<file path="config.mk">
export PLATFORM = sky130hd
export DESIGN_NAME = control_unit
export DESIGN_NICKNAME = d
export VERILOG_FILES = /design/src/rtl/cpu_defs_pkg.sv /design/src/rtl/instr_decode.sv /design/src/rtl/control_unit.sv
export SDC_FILE = /design/constraint.sdc
export NUM_CORES = 1
export LEC_CHECK = 0
export CORE_MARGIN = 8
export CORE_UTILIZATION = 40
export DETAILED_ROUTE_END_ITERATION = 8
export PLACE_DENSITY_LB_ADDON = 0.25
export SLEW_MARGIN = 20
export SYNTH_ARGS = -nofsm -noshare
export SYNTH_HDL_FRONTEND = slang
export SYNTH_SLANG_ARGS = --single-unit
</file>
<file path="constraint.sdc">
create_clock -name clk -period 3.1 [get_ports clk]
set_input_delay 0.775 -clock clk [delete_from_list [all_inputs] [get_ports clk]]
set_output_delay 0.775 -clock clk [all_outputs]
set_load 0.01 [all_outputs]
</file>
<file path="src/rtl/cpu_defs_pkg.sv">
// Shared definitions for the 16-bit CPU: opcodes, write-back source codes,
// control FSM states and the branch-offset sign extension.
package cpu_defs;

    typedef enum logic [2:0] {
        OpAdd  = 3'b000,
        OpSub  = 3'b001,
        OpNop  = 3'b010,
        OpHalt = 3'b011,
        OpOut  = 3'b100,
        OpLdi  = 3'b101,
        OpJump = 3'b110,
        OpRep  = 3'b111
    } opcode_e;

    typedef enum logic [1:0] {
        WbAlu  = 2'b00,
        WbImm  = 2'b01,
        WbRdB  = 2'b10,
        WbTemp = 2'b11
    } wb_sel_e;

    typedef enum logic [2:0] {
        StFetch   = 3'd0,
        StExec    = 3'd1,
        StSwap    = 3'd2,
        StOutWait = 3'd3,
        StHalt    = 3'd4
    } state_e;

    function automatic logic [15:0] sext10(input logic [9:0] v);
        return {{6{v[9]}}, v};
    endfunction

endpackage

</file>
<file path="src/rtl/instr_decode.sv">
// Combinational field extraction and opcode decode of the instruction register.
module instr_decode
    import cpu_defs::*;
(
    input  logic [15:0] ir_i,
    output opcode_e     opcode_o,
    output logic [2:0]  rd_o,
    output logic [2:0]  rs_o,
    output logic [15:0] imm_o,
    output logic [15:0] offset_o
);

    assign opcode_o = opcode_e'(ir_i[15:13]);
    assign rd_o     = ir_i[12:10];
    assign rs_o     = ir_i[9:7];
    assign imm_o    = {6'b0, ir_i[9:0]};
    assign offset_o = sext10(ir_i[9:0]);

endmodule

</file>
<file path="src/rtl/control_unit.sv">
// Multi-cycle control unit: fetch/execute FSM, PC, IR, swap temp and the
// ready/valid output port.
module control_unit
    import cpu_defs::*;
#(
    parameter logic [15:0] PC_RESET = 16'h0000
) (
    input  logic        clk,
    input  logic        reset,
    output logic [15:0] pc,
    input  logic [15:0] instruction,
    output logic [2:0]  rf_raddr_a,
    output logic [2:0]  rf_raddr_b,
    input  logic [15:0] rf_rdata_a,
    output logic        rf_we,
    output logic [2:0]  rf_waddr,
    output logic [1:0]  wb_sel,
    output logic        alu_op,
    output logic [15:0] imm,
    output logic        out_valid,
    input  logic        out_ready,
    output logic [15:0] out_data,
    output logic        halted,
    output logic [15:0] swap_temp
);

    state_e      state_q, state_d;
    logic [15:0] pc_q, pc_d;
    logic [15:0] ir_q, ir_d;
    logic [15:0] temp_q, temp_d;
    logic [15:0] out_data_q, out_data_d;
    logic        out_valid_q, out_valid_d;
    logic        halted_q, halted_d;

    opcode_e     opcode;
    logic [2:0]  rd;
    logic [2:0]  rs;
    logic [15:0] offset;
    logic [15:0] pc_inc;
    wb_sel_e     wb_sel_c;

    instr_decode u_decode (
        .ir_i     (ir_q),
        .opcode_o (opcode),
        .rd_o     (rd),
        .rs_o     (rs),
        .imm_o    (imm),
        .offset_o (offset)
    );

    assign pc_inc = pc_q + 16'd1;

    always_comb begin
        state_d     = state_q;
        pc_d        = pc_q;
        ir_d        = ir_q;
        temp_d      = temp_q;
        out_data_d  = out_data_q;
        out_valid_d = out_valid_q;
        halted_d    = halted_q;
        rf_we       = 1'b0;
        rf_waddr    = rd;
        wb_sel_c    = WbAlu;
        alu_op      = 1'b0;

        unique case (state_q)
            StFetch: begin
                ir_d    = instruction;
                state_d = StExec;
            end
            StExec: begin
                state_d = StFetch;
                pc_d    = pc_inc;
                case (opcode)
                    OpAdd, OpSub: begin
                        rf_we  = 1'b1;
                        alu_op = (opcode == OpSub);
                    end
                    OpLdi: begin
                        rf_we    = 1'b1;
                        wb_sel_c = WbImm;
                    end
                    OpNop: ;
                    OpJump: begin
                        // Offset is relative to the jump's own address.
                        if (rf_rdata_a == 16'h0000) begin
                            pc_d = pc_q + offset;
                        end
                    end
                    OpRep: begin
                        rf_we    = 1'b1;
                        wb_sel_c = WbRdB;
                        temp_d   = rf_rdata_a;
                        pc_d     = pc_q;
                        state_d  = StSwap;
                    end
                    OpOut: begin
                        out_data_d  = rf_rdata_a;
                        out_valid_d = 1'b1;
                        pc_d        = pc_q;
                        state_d     = StOutWait;
                    end
                    OpHalt: begin
                        halted_d = 1'b1;
                        pc_d     = pc_q;
                        state_d  = StHalt;
                    end
                endcase
            end
            StSwap: begin
                rf_we    = 1'b1;
                rf_waddr = rs;
                wb_sel_c = WbTemp;
                pc_d     = pc_inc;
                state_d  = StFetch;
            end
            StOutWait: begin
                if (out_ready) begin
                    out_valid_d = 1'b0;
                    pc_d        = pc_inc;
                    state_d     = StFetch;
                end
            end
            StHalt: ;
            default: state_d = StFetch;
        endcase
    end

    always_ff @(posedge clk or posedge reset) begin
        if (reset) begin
            state_q     <= StFetch;
            pc_q        <= PC_RESET;
            ir_q        <= 16'h0000;
            temp_q      <= 16'h0000;
            out_data_q  <= 16'h0000;
            out_valid_q <= 1'b0;
            halted_q    <= 1'b0;
        end else begin
            state_q     <= state_d;
            pc_q        <= pc_d;
            ir_q        <= ir_d;
            temp_q      <= temp_d;
            out_data_q  <= out_data_d;
            out_valid_q <= out_valid_d;
            halted_q    <= halted_d;
        end
    end

    assign pc         = pc_q;
    assign rf_raddr_a = ir_q[12:10];
    assign rf_raddr_b = ir_q[9:7];
    assign wb_sel     = wb_sel_c;
    assign out_valid  = out_valid_q;
    assign out_data   = out_data_q;
    assign halted     = halted_q;
    assign swap_temp  = temp_q;

endmodule

</file>
After elaboration in Yosys (flattened, before gate mapping)
Index checks and enable logic that the tools add are counted.

Register bits after elaboration: 69. Latch bits: 0. RAM bits: 0. Bits in read-only memories: 0. Output and inout port bits: 79. Logic and storage cells: 54. Memories kept: 0.

Add/sub/neg operators: 2. Multiply operators: 0. Div/mod/pow operators: 0. $lt $le $gt $ge: 0. Eq/ne operators: 13. Shift-type cells: 0. Mux-type cells: 17. Bitwise logic cells: 1. Reduce and logical (&&, ||, !) cells: 14.

Operator list (number): $pmux W16 S3 (1); $mux W16 (2); $pmux W16 S2 (1); $add A16 B1 Y16 const B (1); $add A16 B16 Y16 (1); $logic_not A16 Y1 (1); $eq A3 B3 Y1 const B (5); $pmux W3 S4 (1); $eq A3 B2 Y1 const B (3); $pmux W3 S3 (1); $pmux W2 S2 (2); $reduce_and A2 Y1 (4); $eq A3 B1 Y1 const B (2); $logic_not A3 Y1 (2); $mux W3 (2); $reduce_and A3 Y1 (2); $mux W1 (5); $ne A2 B2 Y1 const B (2); $pmux W1 S2 (2); $reduce_or A4 Y1 (1); $reduce_bool A3 Y1 (1); $reduce_or A3 Y1 (1); $ne A2 B1 Y1 const B (1); $reduce_bool A2 Y1 (1); other kinds (2) (2).

Longest topological paths before layout
Gate-level depths: netlist of the first run.

Word-level depth: 4. Gate-level depth with buffers: 9.

Cells and area by module
A second synthesis of the first run with hierarchy kept.

Cells, all modules: 436. Area total of the unflattened synthesis: 4380.5 um^2.

Modules (own cells, without submodules): control_unit (instances 1, cells an instance 394, area each 4068.9 um^2, sequential area each 1726.7 um^2); instr_decode (instances 1, cells an instance 42, area each 311.5 um^2, sequential area each 0.0 um^2).

Least setup slack after synthesis of the first run
OpenSTA, ideal clock, no wires.

Kind: register -> register. Start point: reg pc_q[0] (netlist: pc[0]). End point: reg pc_q[12] (netlist: pc[12]). Setup time: 126 ps. Arrival: 2276 ps. Required time: 2974 ps. Setup slack: 697 ps. Stages on the path, launching flop included: 9. Period minus slack after synthesis: 2403 ps. Cells stage by stage: dfrtp_1 ha_1 fa_1 a211oi_1 o21ai_0 nand2_1 o21ai_0 xor2_1 a221o_1.

Word-level cells in the longest chain between the ends: 4. Elaborated cells on any way between the ends: 6. Those cells by class: 2 x add/sub; 4 x mux.

Ends and longest elaborated chain: start: declaration (RTL line control_unit.sv:28) `logic [15:0] pc_q, pc_d;`; start signal: assignment (RTL line control_unit.sv:140) `pc_q <= pc_d;`; $add A16 B1 Y16 / $add A16 B16 Y16 (equally long branches) (RTL line control_unit.sv:51, control_unit.sv:87); $mux W16 (RTL line control_unit.sv:86) `if (rf_rdata_a == 16'h0000) begin`; $pmux W16 S2 (RTL line control_unit.sv:74) `case (opcode)`; $pmux W16 S3 (*) (RTL line control_unit.sv:66) `unique case (state_q)`.

Every way passes the cells marked *; elsewhere a longest branch is shown, timed or not. The select of a mux whose other input is x is not followed. A chain may end at the register's enable or synchronous reset.

Worst setup path in the final report of the first run
Start point: reg state_q[0]. End point: out rf_waddr[1].

Word-level cells in the longest chain between the ends: 2.

Ends and longest elaborated chain: start: declaration (RTL line control_unit.sv:27) `state_e state_q, state_d;`; start signal: assignment (RTL line control_unit.sv:131) `state_q <= StFetch;`; start signal: assignment (RTL line control_unit.sv:139) `state_q <= state_d;`; $eq A3 B2 Y1 (RTL line control_unit.sv:66); $mux W3 (RTL line control_unit.sv:66); end: declaration (RTL line control_unit.sv:16) `output logic [2:0] rf_waddr,`.

Every way passes these cells.

==> results of run 1 <==
## stage by stage
| stage | std cells | area (um2) |
|---|---|---|
| 2_1_floorplan | 399 | 4090 |
| 3_3_place_gp | 615 | 5180 |
| 3_5_place_dp | 615 | 5180 |
| 4_1_cts | 631 | 5380 |
| 5_1_grt | 631 | 5390 |
| 6_report | 631 | 5390 |
## flip-flops by register name (all words and copies together), names as in the netlist
register,cells
state_q,3
halted,1
pc,16
swap_temp,16
ir_q,16
out_valid,1
out_data,16
## cells in the final DEF (no fill, tap or decap), drive strengths merged, types with 6 or more instances in the layout
| master | synthesis | layout |
|---|---|---|
| clkdlybuf4s50 | 0 | 107 |
| ha | 16 | 16 |
| buf | 31 | 10 |
| nand4 | 12 | 12 |
| a21o | 7 | 7 |
| nand3 | 11 | 11 |
| xnor2 | 7 | 7 |
| a21oi | 26 | 26 |
| nor2 | 28 | 28 |
| nor4 | 6 | 6 |
| mux2 | 51 | 51 |
| nor3 | 7 | 7 |
| dfrtp | 69 | 69 |
| inv | 5 | 6 |
| nand2 | 18 | 18 |
| conb | 1 | 6 |
| a211oi | 6 | 6 |
| o21ai | 21 | 21 |
| clkbuf | 6 | 9 |
## power by group
part | internal (mW) | switching, mW | total [mW]
Clock | 0.376 | 0.366 | 0.742
Sequential | 1.31 | 0.404 | 1.72
Combinational | 1.87 | 1.71 | 3.58
## Yosys cell counts (2+ instances only)
master,count,area share (%)
nand4_2,2,0.61
o31ai_1,5,0.92
ha_1,16,4.9
o21ai_0,21,2.6
clkbuf_1,5,0.46
a22oi_1,3,0.55
nand3_1,11,1.4
a31oi_1,4,0.61
nand2_1,18,1.7
buf_2,7,0.86
a21oi_1,26,3.2
o21a_1,4,0.74
or3_1,5,0.77
a311oi_1,2,0.43
and2_1,2,0.31
nor4b_1,2,0.43
or2_2,2,0.31
inv_1,5,0.46
a21o_1,7,1.3
and4_1,2,0.43
nand2b_1,5,0.77
mux2_2,51,14
dfrtp_1,69,42
nor4_1,5,0.77
xor2_1,5,1.1
xnor2_1,7,1.5
nor2_1,28,2.6
nand4_1,10,1.5
a211oi_1,6,1.1
buf_4,24,4.4
o22a_1,2,0.43
nor3_1,6,0.74
nor2b_1,3,0.46
## per-layer routing
metal	up-vias	share of wire, %
met4	0	1.7
li1	1631	-
met1	1661	42
met2	103	46
met5	-	0
met3	11	9.4
## worst max-delay path: cells and delay by family (launching register included)
family	cells	cell delay, ns
flops	1	0.45
mux	1	0.37
simple gates	2	0.50
buf+inv	1	0.49
## kinds of logic (layout without fill, tap and decap cells)
group                      after synthesis  after routing  share of synthesized area, %
adders and majority gates               17             17                          5.40
DFF                                     69             69                          42.4
buffers and inverters                   42            138                          6.32
muxes                                   51             51                          14.1
and+or+nand+nor                        111            111                          15.0
xor gates and xnor gates                12             12                          2.58
AOI/OAI and AO/OA                       91             91                          14.2
other                                    1              6                        0.0920
## timing repair
action	in CTS	in global routing
setup buffers	0	0
setup endpoints to repair	0	1
gates resized for setup	0	1
## layout make-up
type                            instances  area (um2)
Fill cell                             948        4700
Tap cell                              136         170
Multi-Input combinational cell        288        2120
Inverter                                5        18.8
Clock buffer                            9         124
Timing Repair Buffer                  117        1160
Clock inverter                          7        75.1
Sequential cell                        69        1730
## how the worst max path moves through the flow
| stage | endpoint | slack (ns) | cells past startpoint |
|---|---|---|---|
| global placement | pc[7]$_DFFE_PP0P_ | 0.24 | 8 |
| finish | rf_waddr[1] | 0.18 | 4 |
| detailed placement | pc[7]$_DFFE_PP0P_ | 0.17 | 8 |
| global route | alu_op | 0.02 | 4 |
| CTS | alu_op | 0.13 | 4 |
| floorplan | halted$_DFFE_PP0P_ | 0.59 | 1 |
==> flow_metrics.tcl, run 1 <==
set metrics [dict create \
    fin_util_pct 53.4 \
    use_met2_pct 26.0 \
    dpl.hpwl_um 8220 \
    status "finished, final reports clean" \
    setup_tns_ns 0 \
    synth_edf_count 0 \
    critPathCaptureType "output pin" \
    clockBufferDepth 2 \
    rr_worst_depth 8 \
    grt_overflow_total 0 \
    cts_tree "yes" \
    rows 37 \
    synthCells 394 \
    holdWs_ns 0.469 \
    crit_start "state_q[0]$_DFFE_PP0P_" \
    ant_nets 0 \
    synth_warnings 0 \
    diodes 0 \
    rsz0062_at_grt "no" \
    clkLatencyLatePin_ns 0.34 \
    ys_seq_elements 69 \
    worstReg2RegEnd "pc[10]$_DFFE_PP0P_" \
    critPathSlowestCell "clkdlybuf4s50_1" \
    postCtsHoldBufs 0 \
    grt_pass1_wl_um 17700 \
    regToRegSetupSlack_ns 0.35 \
    path_cells "nand2b_1, nor2_1, mux2_2, clkdlybuf4s50_1" \
    peakVddDrop_mv 0.460 \
    core-area_um2 10100 \
    ios 114 \
    h-tree-depth 3 \
    nets 542 \
    post_drt_wl_per_cell_um 17.2 \
    drive_above_1_share_pct 17.4 \
    synthDistinctLibCells 57 \
    place.gp.congestion 0.819 \
    die_w_um 117 \
    gr-usage-all-layers_pct 16.6 \
    whs_path_depth 1 \
    met3_usage_pct 6.62 \
    timing.final.ws_setup_ns 0.182 \
    dieArea_um2 13700 \
    setup_violations 0 \
    slew_viol_final 0 \
    drc 0 \
    final.min_clock_period_ns 2.92 \
    hold_end "halted$_DFFE_PP0P_" \
    crit_required_ns 2.32 \
    dieHeight_um 117 \
    cap_violations 0 \
    hp-class "flop to flop" \
    drtIter0Drc 127 \
    grt_use_met1_pct 20.1 \
    yosys_most_used_dff "dfrtp_1" \
    start_util_pct 40.4 \
    worstSetupPathType "flop to output pin" \
    tightest_slew_ns 0.919 \
    via_per_inst 5.40 \
    path_clk_slew_ns 0.08 \
    cts_sinks 69 \
    max_freq_mhz 343 \
    leakagePower_nw 2.16 \
    slew-limit-headroom_pct 38.7 \
    skew_ns 0.00940 \
    root_buffer "clkbuf_8" \
    vias 3406 \
    finalCritPeriodShare_pct 94.1 \
    place_ws_ns 0.168 \
    grt_pass1_vias 3549 \
    port_buffers 107 \
    netlist_area_um2 4080 \
    min-delay-start "halted$_DFFE_PP0P_" \
    max_stage_delay_ns 0.49 \
    timing.rr.start "pc[0]$_DFFE_PP0P_" \
    synthArstFlopShare_pct 100 \
    top_usage_layer "met2" \
    dr.pass1.iters 7 \
    worstPathMaxFanout 8 \
    power.density_nw_per_um2 1120 \
    hold_viol_final 0 \
    total_power_mw 6.04 \
    finalWirelength_um 10900 \
    crit_arrival_ns 2.14 \
    ys_seq_area_share_pct 42.4 \
    avgSynthCellArea_um2 10.3 \
    antenna_found_initial 0 \
    area_delta_synth_final_pct 32.2 \
    cts_buffers 9 \
    grt_max_degree 70 \
    startpoint_type "flop" \
]
Note: power is estimated with default switching activity, not from simulation.
==> inputs of run 2 (changes only) <==
--- a/config.mk
+++ b/config.mk
@@ -12,4 +12,5 @@
 export SLEW_MARGIN = 20
 export SYNTH_ARGS = -nofsm -noshare
 export SYNTH_HDL_FRONTEND = slang
+export SYNTH_HIERARCHICAL = 1
 export SYNTH_SLANG_ARGS = --single-unit
==> run 2 against run 1 <==
Design area grew 2.2%. Global-route usage shrank 0.63 points. Core utilization shrank 2.2 points. Fmax shrank 0.38%. Flip-flop and latch count is the same. First-iteration DRC count grew 28%. Die area grew 6.4%. Final cell count grew 3.8%. Sequential share of layout area shrank 0.68 points.
==> flow_metrics.tcl, run 2 <==
set metrics [dict create \
    port_buffers 107 \
    synthArstFlopShare_pct 100 \
    synth_edf_count 0 \
    slew-limit-headroom_pct 44.4 \
    cts_sinks 69 \
    dpl.hpwl_um 8530 \
    setup_violations 0 \
    startpoint_type "flop" \
    rsz0062_at_grt "no" \
    cap_violations 0 \
    ant_nets 0 \
    status "finished, final reports clean" \
    skew_ns 0.00942 \
    synth_top_area_share_pct 39.4 \
    fin_util_pct 51.2 \
    tightest_slew_ns 0.834 \
    synth_most_common_cell "dfrtp_1" \
    dieArea_um2 14600 \
    cts_tree "yes" \
    holdWs_ns 0.468 \
    grt_pass1_wl_um 18700 \
    max_freq_mhz 341 \
    drive_above_1_share_pct 18.6 \
    grt_overflow_total 0 \
    avgSynthCellArea_um2 10.0 \
    root_buffer "clkbuf_8" \
    power.density_nw_per_um2 1090 \
    synthDistinctLibCells 64 \
    nets 562 \
    cts_buffers 9 \
    hp-class "flop to flop" \
    ys_seq_area_share_pct 39.4 \
    hold_viol_final 0 \
    clkLatencyLatePin_ns 0.34 \
    diodes 0 \
    area_delta_synth_final_pct 25.7 \
    synthCells 436 \
    crit_required_ns 2.32 \
    place.gp.congestion 0.840 \
    post_cts_buffers 0 \
    gr-usage-all-layers_pct 15.9 \
    leakagePower_nw 2.25 \
    ys_seq_elements 69 \
    synth_warnings 6 \
    ios 114 \
    setup_tns_ns 0 \
    finalCritPeriodShare_pct 94.5 \
    post_drt_wl_per_cell_um 17.3 \
    dr.pass1.iters 4 \
    ys_top_cells_by_count "dfrtp_1 (69), mux2_2 (50), buf_4 (48)" \
    final.min_clock_period_ns 2.93 \
    peakVddDrop_mv 0.540 \
    antenna_found_initial 0 \
    slew_viol_final 0 \
    worstSetupPathType "flop to output pin" \
    layout_common_cells "clkdlybuf4s50_1 (107), dfrtp_1 (69), mux2_2 (50)" \
    drtIter0Drc 163 \
    yosys.area.top_type "dfrtp_1" \
    core-area_um2 10700 \
    dieHeight_um 121 \
    finalWirelength_um 11300 \
    drc 0 \
    via_per_inst 5.39 \
    synth_area_leaders "dfrtp_1 (39%), mux2_2 (13%), buf_4 (8.2%), ha_1 (4.6%), a21oi_1 (4.0%)" \
    vias 3528 \
    nFillCells 1022 \
    total_power_mw 6.02 \
    start_util_pct 40.8 \
    clockBufferDepth 2 \
    die_w_um 121 \
    h-tree-depth 3 \
    yosys_most_used_dff "dfrtp_1" \
    worstPathMaxFanout 9 \
    grt_max_degree 38 \
    path_clk_slew_ns 0.07 \
    timing.final.ws_setup_ns 0.170 \
    crit_arrival_ns 2.15 \
    netlist_area_um2 4380 \
    layout_commonest_cell "clkdlybuf4s50_1" \
    grt_pass1_vias 3670 \
    place_ws_ns -0.0189 \
    critPathCaptureType "output pin" \
    rows 38 \
]
run 2: logic make-up after synthesis:
logic type                 synth area share (%)
AOI/OAI and AO/OA                          13.7
xor gates and xnor gates                   2.20
adders and majority gates                  5.03
buffers and inverters                      11.1
DFF                                        39.4
muxes                                      13.8
other                                    0.0856
and+or+nand+nor                            14.7
run 2: area by class of cell:
cell class	count	area, um2	share of cell area [%]
Clock buffer	11	141	2.57
Clock inverter	5	35.0	0.636
Inverter	11	41.3	0.750
Multi-Input combinational cell	299	2190	39.8
Sequential cell	69	1730	31.4
Tap cell	140	175	3.18
Timing Repair Buffer	120	1190	21.7
run 2: metrics by stage:
step	instance area, um2	std cells
global route	5510	655
CTS	5500	655
finish	5510	655
floorplan	4400	441
detailed placement	5320	639
global placement	5320	639
run 2: repair_timing:
action / in CTS / in global routing
resized for setup: 1 / 1
endpoints found under the setup margin: 2 / 2
pin swaps: 0 / 0
hold buffers: 0 / 0
run 2: per-layer routing:
| metal | global-route usage [%] | wire length, um | vias up |
|---|---|---|---|
| met3 | 8.48 | 1390 | 8 |
| met2 | 25.2 | 5210 | 144 |
| li1 | - | - | 1669 |
| met1 | 18.6 | 4600 | 1707 |
| met5 | 0 | 0 | - |
| met4 | 3.67 | 134 | 0 |
run 2: report_power, final:
group / switching [mW] / internal [mW] / leakage, nW
logic: 1.74 / 1.89 / 1.35
registers: 0.397 / 1.32 / 0.813
clock network: 0.360 / 0.314 / 0.0897
total: 2.50 / 3.52 / 2.25
run 2: critical path, stage by stage, from the launching register on:
cell             delay [ns]
dfrtp_1                0.47
nand2b_1               0.25
nor2_4                 0.16
buf_4                  0.14
mux2_2                 0.32
clkdlybuf4s50_1        0.48
run 2: worst paths after layout:
path,from,to,slack (ns),depth (start not counted)
max in group asynchronous,reset,out_data[5]$_DFFE_PP0P_,1.64,3
min,halted$_DFFE_PP0P_,halted$_DFFE_PP0P_,0.47,1
min in group asynchronous,reset,pc[5]$_DFFE_PP0P_,0.83,2
max,state_q[0]$_DFFE_PP0P_,rf_waddr[1],0.17,5
min reg2reg,halted$_DFFE_PP0P_,halted$_DFFE_PP0P_,0.47,1
max reg2reg,pc[0]$_DFFE_PP0P_,pc[12]$_DFFE_PP0P_,0.49,8
==> inputs of run 3 (changes only) <==
--- a/config.mk
+++ b/config.mk
@@ -5,11 +5,11 @@
 export SDC_FILE = /design/constraint.sdc
 export NUM_CORES = 1
 export LEC_CHECK = 0
+export CAP_MARGIN = 40
 export CORE_MARGIN = 8
 export CORE_UTILIZATION = 40
 export DETAILED_ROUTE_END_ITERATION = 8
 export PLACE_DENSITY_LB_ADDON = 0.25
-export SLEW_MARGIN = 20
 export SYNTH_ARGS = -nofsm -noshare
 export SYNTH_HDL_FRONTEND = slang
 export SYNTH_HIERARCHICAL = 1
==> constraint.sdc (replaced) <==
create_clock -name clk -period 3.3 [get_ports clk]
set_input_delay 0.825 -clock clk [delete_from_list [all_inputs] [get_ports clk]]
set_output_delay 0.825 -clock clk [all_outputs]
set_load 0.01 [all_outputs]
==> run 3 against run 2 <==
Power decreased by 5.3%. Non-clock buffer count decreased by 4. Final cell count decreased by 0.76%. Via count decreased by 0.71%. Die area unchanged. Core utilization decreased by 0.31 points. Largest power group unchanged.
==> flow_metrics.tcl, run 3 (synthesized netlist as in run 2, its figures left out) <==
set metrics [dict create \
    status "finished, final reports clean" \
    rr_worst_depth 7 \
    gr-usage-all-layers_pct 15.5 \
    core-area_um2 10700 \
    antenna_found_initial 0 \
    final.min_clock_period_ns 3.08 \
    dpl.hpwl_um 8490 \
    post_cts_resized 0 \
    place_ws_ns 0.143 \
    holdWs_ns 0.466 \
    dieHeight_um 121 \
    leakagePower_nw 2.23 \
    grt_max_degree 43 \
    setup_tns_ns 0 \
    grt_pass1_wl_um 18300 \
    rsz0062_at_grt "no" \
    postCtsHoldBufs 0 \
    fin_util_pct 50.9 \
    crit_arrival_ns 2.25 \
    peakVddDrop_mv 0.472 \
    cts_buffers 9 \
    start_util_pct 40.8 \
    hp-class "flop to flop" \
    drc 0 \
    dieArea_um2 14600 \
    nets 558 \
    drtIter0Drc 224 \
    drive_above_1_share_pct 17.3 \
    crit_required_ns 2.47 \
    h-tree-depth 3 \
    post_cts_buffers 0 \
    cts_tree "yes" \
    clkLatencyLatePin_ns 0.34 \
    regToRegSetupSlack_ns 0.47 \
    power.density_nw_per_um2 1040 \
    diodes 0 \
    skew_ns 0.0131 \
    crit_start "state_q[0]$_DFFE_PP0P_" \
    worstPathMaxFanout 9 \
    root_buffer "clkbuf_8" \
    ant_nets 0 \
    cts_sinks 69 \
    hold_viol_final 0 \
    startpoint_type "flop" \
    slew-limit-headroom_pct 46.2 \
    nFillCells 1023 \
    place.gp.congestion 0.870 \
    port_buffers 107 \
    critPathCaptureType "output pin" \
    worstReg2RegEnd "pc[15]$_DFFE_PP0P_" \
    max_freq_mhz 325 \
    slew_viol_final 0 \
    grt_pass1_vias 3581 \
    layout_common_cells "clkdlybuf4s50_1 (107), dfrtp_1 (69), mux2_2 (50)" \
    area_delta_synth_final_pct 24.9 \
    vias 3503 \
    critPathCapture "rf_waddr[2]" \
    timing.final.ws_setup_ns 0.224 \
    setup_violations 0 \
    path_clk_slew_ns 0.07 \
    tightest_slew_ns 0.807 \
    ios 114 \
    grt_overflow_total 0 \
    finalCritPeriodShare_pct 93.2 \
    timing.rr.start "ir_q[9]$_DFFE_PP0P_" \
    via_per_inst 5.39 \
    layout_commonest_cell "clkdlybuf4s50_1" \
    rows 38 \
    dr.pass1.iters 4 \
    clockBufferDepth 2 \
    finalWirelength_um 11000 \
    min-delay-start "halted$_DFFE_PP0P_" \
    worstSetupPathType "flop to output pin" \
    post_drt_wl_per_cell_um 17.0 \
    die_w_um 121 \
    cap_violations 0 \
]
run 3: area by class of cell:
class                      count  area [um2]  share of cell area (%)
timing repair buffer         116        1150                    21.0
tap                          140         175                    3.20
inverter                      11        41.3                   0.754
sequential                    69        1730                    31.6
multi-input combinational    299        2190                    39.9
clock buffer                  14         163                    2.97
clock inverter                 1        30.0                   0.549
run 3: power by group:
part           switching (mW)  leakage [nW]  internal, mW
Clock                   0.298        0.0968         0.388
Combinational            1.63          1.32          1.76
Sequential              0.388         0.813          1.24
Total                    2.32          2.23          3.39
run 3: how the worst min path moves through the flow:
stage,end,slack [ns],depth (start not counted)
floorplan,ir_q[13]$_DFFE_PP0P_,0.48,1
global placement,halted$_DFFE_PP0P_,0.45,1
detailed placement,halted$_DFFE_PP0P_,0.46,1
CTS,halted$_DFFE_PP0P_,0.48,1
global route,halted$_DFFE_PP0P_,0.50,1
finish,halted$_DFFE_PP0P_,0.47,1
run 3: critical path, cell delays in order, from the launching register on:
cell and delay, ns:
dfrtp_1 0.47, nand2b_1 0.22, nor2_1 0.36, mux2_2 0.38, clkdlybuf4s50_1 0.49
run 3: per-stage QoR:
stage / power, mW / area (um2) / cells
after floorplan: 3.96 / 4400 / 441
after global placement: 4.99 / 5280 / 635
after detailed placement: 5.03 / 5280 / 635
after CTS: 5.77 / 5470 / 650
after global routing: 6.19 / 5470 / 650
final: 5.71 / 5470 / 650
run 3: layer usage:
layer | track usage [%] | routed length (um) | vias up
met5 | 0 | 0 | -
met4 | 5.31 | 238 | 0
met3 | 8.44 | 1450 | 16
met2 | 22.8 | 4740 | 145
met1 | 18.9 | 4620 | 1688
li1 | - | - | 1654
